<file path="src/rtl/single_port_lutram_access_ctrl.sv">
// rtl/single_port_lutram_access_ctrl.sv - round-robin write/read front-end for a single-port lutram
// Serialises write and read requests onto one access port and returns read data through a credited FIFO.
module single_port_lutram_access_ctrl #(
  parameter int SINGLE_ENTRY_SIZE_IN_BITS = 64,
  parameter int NUM_SET                   = 64,
  parameter int SET_PTR_WIDTH_IN_BITS     = $clog2(NUM_SET),
  parameter int WRITE_MASK_LEN            = SINGLE_ENTRY_SIZE_IN_BITS / 8,
  parameter int READ_LATENCY              = 1,
  parameter int RESP_DEPTH                = 2
) (
  input  logic                                 clk_in,
  input  logic                                 reset_in,
  input  logic                                 wr_req_valid_in,
  output logic                                 wr_req_ready_out,
  input  logic [SET_PTR_WIDTH_IN_BITS-1:0]     wr_req_addr_in,
  input  logic [WRITE_MASK_LEN-1:0]            wr_req_mask_in,
  input  logic [SINGLE_ENTRY_SIZE_IN_BITS-1:0] wr_req_data_in,
  input  logic                                 rd_req_valid_in,
  output logic                                 rd_req_ready_out,
  input  logic [SET_PTR_WIDTH_IN_BITS-1:0]     rd_req_addr_in,
  output logic                                 rd_resp_valid_out,
  input  logic                                 rd_resp_ready_in,
  output logic [SINGLE_ENTRY_SIZE_IN_BITS-1:0] rd_resp_data_out,
  output logic                                 lutram_access_en_out,
  output logic [WRITE_MASK_LEN-1:0]            lutram_write_en_out,
  output logic [SET_PTR_WIDTH_IN_BITS-1:0]     lutram_set_addr_out,
  output logic [SINGLE_ENTRY_SIZE_IN_BITS-1:0] lutram_write_entry_out,
  input  logic [SINGLE_ENTRY_SIZE_IN_BITS-1:0] lutram_read_entry_in
);

  localparam int PTR_W = (RESP_DEPTH > 1) ? $clog2(RESP_DEPTH) : 1;
  localparam int CNT_W = PTR_W + 1;
  localparam int TRK_W = READ_LATENCY + 1;
  localparam logic [7:0]       DEPTH_OCC = 8'(RESP_DEPTH);
  localparam logic [CNT_W-1:0] DEPTH_CNT = CNT_W'(RESP_DEPTH);

  logic                                 prio_read_q, prio_read_d;
  logic                                 access_en_q, access_en_d;
  logic [WRITE_MASK_LEN-1:0]            write_en_q, write_en_d;
  logic [SET_PTR_WIDTH_IN_BITS-1:0]     set_addr_q, set_addr_d;
  logic [SINGLE_ENTRY_SIZE_IN_BITS-1:0] write_entry_q, write_entry_d;
  logic [TRK_W-1:0]                     trk_q, trk_d;
  logic [SINGLE_ENTRY_SIZE_IN_BITS-1:0] fifo_mem_q [RESP_DEPTH];
  logic [SINGLE_ENTRY_SIZE_IN_BITS-1:0] fifo_mem_d [RESP_DEPTH];
  logic [PTR_W-1:0]                     wptr_q, wptr_d, rptr_q, rptr_d;
  logic [CNT_W-1:0]                     cnt_q, cnt_d;

  logic [7:0] inflight, occupied;
  logic       wr_elig, rd_elig, wr_grant, rd_grant, push, pop;

  always_comb begin
    // Credits come only from registered state, so a same-cycle pop cannot admit a read.
    inflight = '0;
    for (int i = 0; i < TRK_W; i++) begin
      inflight = inflight + 8'(trk_q[i]);
    end
    occupied = 8'(cnt_q) + inflight;
    wr_elig  = wr_req_valid_in;
    rd_elig  = rd_req_valid_in && (occupied < DEPTH_OCC);
    wr_grant = wr_elig && (!rd_elig || !prio_read_q);
    rd_grant = rd_elig && !wr_grant;
    prio_read_d = (wr_elig && rd_elig) ? !prio_read_q : prio_read_q;

    access_en_d   = wr_grant || rd_grant;
    write_en_d    = wr_grant ? wr_req_mask_in : '0;
    set_addr_d    = wr_grant ? wr_req_addr_in : (rd_grant ? rd_req_addr_in : set_addr_q);
    write_entry_d = wr_grant ? wr_req_data_in : write_entry_q;

    trk_d = {trk_q[TRK_W-2:0], rd_grant};
    push  = trk_q[TRK_W-1];
    pop   = rd_resp_ready_in && (cnt_q != '0);

    fifo_mem_d = fifo_mem_q;
    if (push) begin
      fifo_mem_d[wptr_q] = lutram_read_entry_in;
    end
    wptr_d = push ? wptr_q + PTR_W'(1) : wptr_q;
    rptr_d = pop ? rptr_q + PTR_W'(1) : rptr_q;
    cnt_d  = cnt_q;
    if (push && !pop) begin
      cnt_d = cnt_q + CNT_W'(1);
    end else if (!push && pop) begin
      cnt_d = cnt_q - CNT_W'(1);
    end
  end

  always_ff @(posedge clk_in or negedge reset_in) begin
    if (!reset_in) begin
      prio_read_q   <= 1'b0;
      access_en_q   <= 1'b0;
      write_en_q    <= '0;
      set_addr_q    <= '0;
      write_entry_q <= '0;
      trk_q         <= '0;
      wptr_q        <= '0;
      rptr_q        <= '0;
      cnt_q         <= '0;
      for (int i = 0; i < RESP_DEPTH; i++) begin
        fifo_mem_q[i] <= '0;
      end
    end else begin
      prio_read_q   <= prio_read_d;
      access_en_q   <= access_en_d;
      write_en_q    <= write_en_d;
      set_addr_q    <= set_addr_d;
      write_entry_q <= write_entry_d;
      trk_q         <= trk_d;
      wptr_q        <= wptr_d;
      rptr_q        <= rptr_d;
      cnt_q         <= cnt_d;
      fifo_mem_q    <= fifo_mem_d;
    end
  end

  assign wr_req_ready_out       = wr_grant;
  assign rd_req_ready_out       = rd_grant;
  assign rd_resp_valid_out      = (cnt_q != '0);
  assign rd_resp_data_out       = fifo_mem_q[rptr_q];
  assign lutram_access_en_out   = access_en_q;
  assign lutram_write_en_out    = write_en_q;
  assign lutram_set_addr_out    = set_addr_q;
  assign lutram_write_entry_out = write_entry_q;

  no_fifo_overflow: assert property (@(posedge clk_in) disable iff (!reset_in)
    !(push && !pop && cnt_q == DEPTH_CNT));

endmodule
</file>
<file path="config.mk">
export PLATFORM = sky130hd
export DESIGN_NAME = single_port_lutram_access_ctrl
export DESIGN_NICKNAME = d
export VERILOG_FILES = /design/src/rtl/single_port_lutram_access_ctrl.sv
export SDC_FILE = /design/constraint.sdc
export NUM_CORES = 1
export LEC_CHECK = 0
export CAP_MARGIN = 20
export CORE_MARGIN = 8
export CORE_UTILIZATION = 34
export DETAILED_ROUTE_END_ITERATION = 16
export PLACE_DENSITY_LB_ADDON = 0.1
export SLEW_MARGIN = 15
export SYNTH_ARGS = -nofsm -noshare
export SYNTH_HDL_FRONTEND = slang
export SYNTH_SLANG_ARGS = --single-unit
</file>
<file path="constraint.sdc">
create_clock -name clk_in -period 3.1 [get_ports clk_in]
set_clock_uncertainty 0.05 [all_clocks]
set_input_delay 0.31 -clock clk_in [delete_from_list [all_inputs] [get_ports clk_in]]
set_output_delay 0.31 -clock clk_in [all_outputs]
set_load 0.005 [all_outputs]
</file>
Word-level counts from Yosys, hierarchy flattened:

Index checks and enable logic that the tools add are counted.

* output and inout bits: 146
* input port bits: 153
* word-level logic and storage cells: 52
* bits in registers: 214

* bitwise logic cells: 2
* add/sub/neg operators: 6
* muxes and demuxes: 11
* reduce and logical (&&, ||, !) cells: 18
* magnitude comparators: 4

Operators with widths (count)
* 64-bit two-way mux: 4
* 128-bit bitwise mux: 1
* 64-bit demux with 1-bit select: 1
* 6-bit two-way mux: 2
* 1-bit logical AND: 8
* 8-bit two-way mux: 1
* 2-bit nonzero test: 3
* 1-bit zero test: 5
* 2-bit >= comparator (second input constant): 2
* 2-bit two-way mux: 2
* 1-bit NOT with 2-bit output: 2
* 2-bit by 2-bit adder with 3-bit output: 1
* 3-bit by 2-bit less-than comparator with 1-bit output (second input constant): 1
* 1-bit adder (second input constant): 2
* 1-bit by 1-bit adder with 2-bit output: 1
* 2-bit by 1-bit adder with 2-bit output (second input constant): 1
* 1-bit logical OR: 2
* 2-bit by 1-bit less-than comparator with 1-bit output (second input constant): 1
* 2-bit by 1-bit subtractor with 2-bit output (second input constant): 1

Depth between registers and ports, before layout:

Gate-level depths: netlist of the first run.

* depth in word-level cells: 11
* depth in mapped cells: 7
* gate-level depth less buffers: 6

Worst setup path after synthesis of the first run:

Ideal clock, no wire load.

* path type: flip-flop to flip-flop
* start: register cnt_q[0]
* end: register set_addr_q[4], in the netlist lutram_set_addr_out[4]
* data required time: 2.927 ns
* buffers on the path: 1
* path slack: 0.886 ns
* stages on the path, launching flop included: 6
* arrival time: 2.041 ns
* clock period less this slack: 2.214 ns
* setup time: 0.123 ns
* cell sequence: dfrtp_1 -> ha_1 -> a2111oi_4 -> buf_2 -> mux2_2 -> o221a_2

* longest elaborated chain between the ends: 9
* elaborated cells between the ends (all ways): 10
* those cells by class: add/sub: 1; order compare: 1; mux: 1; reduce/logical: 7

RTL lines
* start: declaration: RTL line 46 `logic [CNT_W-1:0] cnt_q, cnt_d;`
* start signal: assignment: RTL line 110 `cnt_q <= cnt_d;`
* 2-bit by 2-bit adder with 3-bit output (*): RTL line 57 `occupied = 8'(cnt_q) + inflight;`
* 3-bit by 2-bit less-than comparator with 1-bit output (*): RTL line 59 `rd_elig = rd_req_valid_in && (occupied < DEPTH_OCC);`
* 1-bit logical AND (*): RTL line 59
* 1-bit zero test: RTL line 60 `wr_grant = wr_elig && (!rd_elig || !prio_read_q);`
* 1-bit logical OR: RTL line 60
* 1-bit logical AND: RTL line 60
* 1-bit zero test: RTL line 61 `rd_grant = rd_elig && !wr_grant;`
* 1-bit logical AND: RTL line 61
* 2-bit nonzero test (no line)
* end signal: assignment: RTL line 105 `set_addr_q <= set_addr_d;`
* end: declaration: RTL line 40 `logic [SET_PTR_WIDTH_IN_BITS-1:0] set_addr_q, set_addr_d;`

Mark *: on every way between the ends. The rest lies on a longest branch, timed or not.
A chain may end at the register's enable or synchronous reset.

Final worst setup path of the first run:

* start: register cnt_q[0]
* end: output wr_req_ready_out

* longest elaborated chain between the ends: 6

RTL lines
* 2-bit by 2-bit adder with 3-bit output: RTL line 57
* 3-bit by 2-bit less-than comparator with 1-bit output: RTL line 59
* 1-bit logical AND: RTL line 59
* 1-bit zero test: RTL line 60
* 1-bit logical OR: RTL line 60
* 1-bit logical AND: RTL line 60
* end: declaration: RTL line 14 `output logic wr_req_ready_out,`

No other way between the ends.

==> results of run 1 <==
## worst reg2reg max path: cells and delay by family (launching register included)
| kind | cells | cell delay, ns |
|---|---|---|
| buffers and inverters | 2 | 0.41 |
| multiplexers | 1 | 0.39 |
| flip-flops | 1 | 0.42 |
| AO/OA/AOI/OAI | 2 | 0.71 |
| adder cells (fa/ha/maj) | 1 | 0.32 |
## power by group through the flow
stage | sequential [mW] | clock, mW | combinational [mW]
2_1_floorplan | 4.44 | 0 | 2.79
3_5_place_dp | 4.67 | 0 | 5.46
3_3_place_gp | 4.59 | 0 | 5.37
6_report | 4.63 | 3.25 | 5.35
4_1_cts | 4.66 | 3.37 | 5.49
5_1_grt | 4.81 | 3.49 | 5.76
## Yosys cell counts (all sizes together)
cell and instances:
buf 15, or2 2, clkbuf 16, nand2 3
o221a 6, dfrtp 214, inv 3, a21boi 1
and2 8, mux2 262, a2111oi 1, nand3b 6
xor2 3, a21bo 1, ha 2, xnor2 3
nor2 1, nor2b 1
## cells by family (layout without fill, tap and decap cells)
family	count (synthesis)	after routing	share of synthesized area, %
adder cells (fa/ha/maj)	2	2	0.277
XOR/XNOR	6	6	0.581
AND/OR/NAND/NOR	21	21	1.42
multiplexers	262	262	35.1
flip-flops	214	214	59.2
buffers and inverters	34	359	2.16
AO/OA/AOI/OAI	9	9	1.25
## registers in the layout, summed over array words and instances, names as in the netlist
register	flops
fifo_mem_q	128
lutram_write_entry_out	64
lutram_write_en_out	8
lutram_set_addr_out	6
cnt_q	2
trk_q	2
lutram_access_en_out	1
prio_read_q	1
rptr_q	1
wptr_q	1
## area by class of cell
class                      count  area share (%)
clock buffer                  36            5.44
clock inverter                10            1.53
inverter                       3           0.103
multi-input combinational    300            26.2
sequential                   214            40.1
tap                          335            3.13
timing repair buffer         310            23.5
## worst min path at each step
stage / from / to / slack, ns / depth (start not counted)
floorplan: reset_in / cnt_q[0] / -0.04 / 0
global placement: trk_q[0] / trk_q[1] / 0.32 / 0
detailed placement: trk_q[0] / trk_q[1] / 0.32 / 0
CTS: wr_req_mask_in[5] / lutram_write_en_out[5] / 0.27 / 2
global route: wr_req_mask_in[3] / lutram_write_en_out[3] / 0.30 / 2
finish: wr_req_mask_in[5] / lutram_write_en_out[5] / 0.30 / 2
## through the flow
| stage | hold WS (ns) | setup WS [ns] | area [sq um] | total power [mW] | utilization, % |
|---|---|---|---|---|---|
| final | 0.300 | 0.146 | 13400 | 13.2 | 51.3 |
| after global routing | 0.297 | 0.0223 | 13400 | 14.1 | 51.3 |
| after CTS | 0.266 | 0.0163 | 13400 | 13.5 | 51.3 |
| after detailed placement | 0.322 | 0.479 | 12400 | 10.1 | 47.7 |
| after global placement | 0.315 | 0.524 | 12400 | 9.96 | 47.7 |
| after floorplan | -0.0356 | 0.886 | 9040 | 7.23 | - |
## metal layers
| layer | GRT usage (%) | part of all wire, % |
|---|---|---|
| met2 | 25.2 | 47 |
| met3 | 8.11 | 13 |
| met5 | 0 | 0.092 |
| met4 | 4.07 | 2.2 |
| met1 | 17.2 | 38 |
## what timing repair did
action / in CTS / in global routing
gates resized for setup: 0 / 1
endpoints found under the setup margin: 0 / 1
hold buffers: 1 / 0
hold endpoints to repair: 82 / 0
==> flow_summary_export.csv, run 1 <==
group,metric,value,unit
logic_synthesis,synth_area_per_cell,16.5,sq um
logic_synthesis,register_bit_count_reported_by_yosys,214,
worst_setup_path,crit_type,"reg -> out",
worst_setup_path,timing.critical_path.to,"wr_req_ready_out",
sta,fin_tns_setup,0,ns
floorplanning,die_width,179,microns
sta,setup_violations,0,
worst_setup_path,r2r.worst_path.cells,6,
worst_setup_path,cp_max_fo,16,
floorplanning,die_area,0.0321,sq mm
sta,period_minus_slack,2.95,ns
sta,finalMaxSlewViolations,0,
clock_tree,clk_latency,0.51,ns
floorplanning,core.rowCount,59,
worst_setup_path,delay_of_the_slowest_cell_on_the_worst_path,0.48,ns
sta,max_slew_margin,36.3,%
pwr,powerDensity,990,mW/mm^2
logic_synthesis,post_synth_instance_area,0.00904,sq mm
worst_setup_path,reg2reg_launch_point,"cnt_q[0]",
layout,layout.cells.most_common_list,"297 x sky130_fd_sc_hd__clkdlybuf4s50_1, 213 x sky130_fd_sc_hd__dfrtp_1, 201 x sky130_fd_sc_hd__mux2_2",
detailed_routing,routed_wire_length_per_instance,20.6,microns
floorplanning,die_height,179,microns
detailed_routing,drcViolationCount,0,
layout,layout_commonest_cell,"sky130_fd_sc_hd__clkdlybuf4s50_1",
place,number_of_placed_instances_taps_included,1161,
detailed_routing,via_per_inst,4.68,
logic_synthesis,post_synth_inst_count,548,
worst_setup_path,critical_path.cell_chain,"ha_1, a2111oi_4, a21bo_2, inv_4, clkdlybuf4s50_1",
worst_setup_path,timing.critical_path.max_delay_family,"compound AO/OA/AOI/OAI gates",
clock_tree,cts.repair_timing.setup_buffer_count,0,
global_route,antenna_found_initial,2,
detailed_routing,drt_iter0_drcs,230,
worst_setup_path,critical-path-slowest-cell,"sky130_fd_sc_hd__clkdlybuf4s50_1",
place,post-dp-hpwl,17900,microns
global_route,globalRouteTotalUtil,15.3,%
layout,final_antenna_diode_count,0,
sta,maximum_clock_frequency,339,MHz
place,gp_congestion,0.764,
global_route,grt_remaining_overflow,0,
global_route,grt_first_pass_wirelength,38500,microns
sta,grt_setup_unrepaired,"no",
logic_synthesis,cell_type_with_the_highest_aggregate_area_in_the_netlist,"sky130_fd_sc_hd__dfrtp_1",
place,numPortBuffers,298,
job,max_cap_violations,0,
layout,finish.net_count,1009,
hold_path,hold_path_class,"in -> reg",
worst_setup_path,worst-endpoint-arrival,2.59,ns
layout,layout-drive-gt1-share,37.6,%
pwr,netSwitchingFraction,26.7,%
detailed_routing,drt_wl_total,24900,microns
clock_tree,clk_pin_slew,0.06,ns
sta,worst_slew_pin_slew,0.956,ns
pwr,power.share.clock,24.5,%
worst_setup_path,reg2reg_slack,0.68,ns
logic_synthesis,synth.net_count,703,
sta,hold_viol_final,0,
detailed_routing,detailed_routing_iterations_pass_1,4,
pwr,portion_of_total_power_attributed_to_combinational_logic,40.5,%
logic_synthesis,synth.top_cells.by_area,"sky130_fd_sc_hd__dfrtp_1 59%, sky130_fd_sc_hd__mux2_2 25%, sky130_fd_sc_hd__mux2_4 10%",
floorplanning,core_region_area,0.0261,sq mm
clock_tree,cts.root.buffer_cell,"sky130_fd_sc_hd__clkbuf_16",
worst_setup_path,worst_setup_path_start_kind,"flop",
detailed_routing,postRouteAntennaNets,0,
global_route,grt_max_degree,87,
clock_tree,numClockSinks,214,
layout,signed_area_change_from_the_synthesized_netlist_to_the_final_layout,47.8,%
run_status,run_status,"finished, final reports clean",
detailed_routing,dr_total_vias,5657,
worst_setup_path,critPathBufInv,2,
worst_setup_path,timing.critical_path.required,2.74,ns
pwr,cell_internal_pwr,9.70,mW
layout,area_of_the_multi_input_gates,0.00351,sq mm
pwr,total_switching_power,3.53,mW
worst_setup_path,path_depth,5,
clock_tree,htree_num_levels,1,
global_route,grt_pass1_vias,6769,
floorplanning,io_pins,299,
clock_tree,numCtsBuffers,25,
pwr,total_leakage_power,5.65,nW
clock_tree,tritoncts,"done",
layout,sequential_area,0.00536,sq mm
floorplanning,start_util,34.7,%
sta,fin_crit_share,95.3,%
pwr,max-vdd-ir-drop,0.526,mV
pwr,pwr-share-seq,35.0,%
clock_tree,cts_max_path_buffers,3,
layout,fillCellCount,2227,
logic_synthesis,yosysSeqAreaShare,59.2,%
worst_setup_path,critPathCaptureType,"output pin",
logic_synthesis,synth_top_cell_area_share,59.2,%
worst_setup_path,critical_path.startpoint,"cnt_q[0]",
logic_synthesis,synth_cell_types,23,
worst_setup_path,r2r-end,"lutram_write_entry_out[37]",
logic_synthesis,synth-warning-count,0,
layout,final_cells,1208,
Power figures use the tool's default switching activity.
==> inputs of run 2 (changes only) <==
--- a/config.mk
+++ b/config.mk
@@ -9,6 +9,7 @@
 export CORE_MARGIN = 8
 export CORE_UTILIZATION = 34
 export DETAILED_ROUTE_END_ITERATION = 16
+export HOLD_SLACK_MARGIN = 0.08
 export PLACE_DENSITY_LB_ADDON = 0.1
 export SLEW_MARGIN = 15
 export SYNTH_ARGS = -nofsm -noshare
==> results of run 2 <==
Final layout, timing and power as in run 1 (identical DEF).
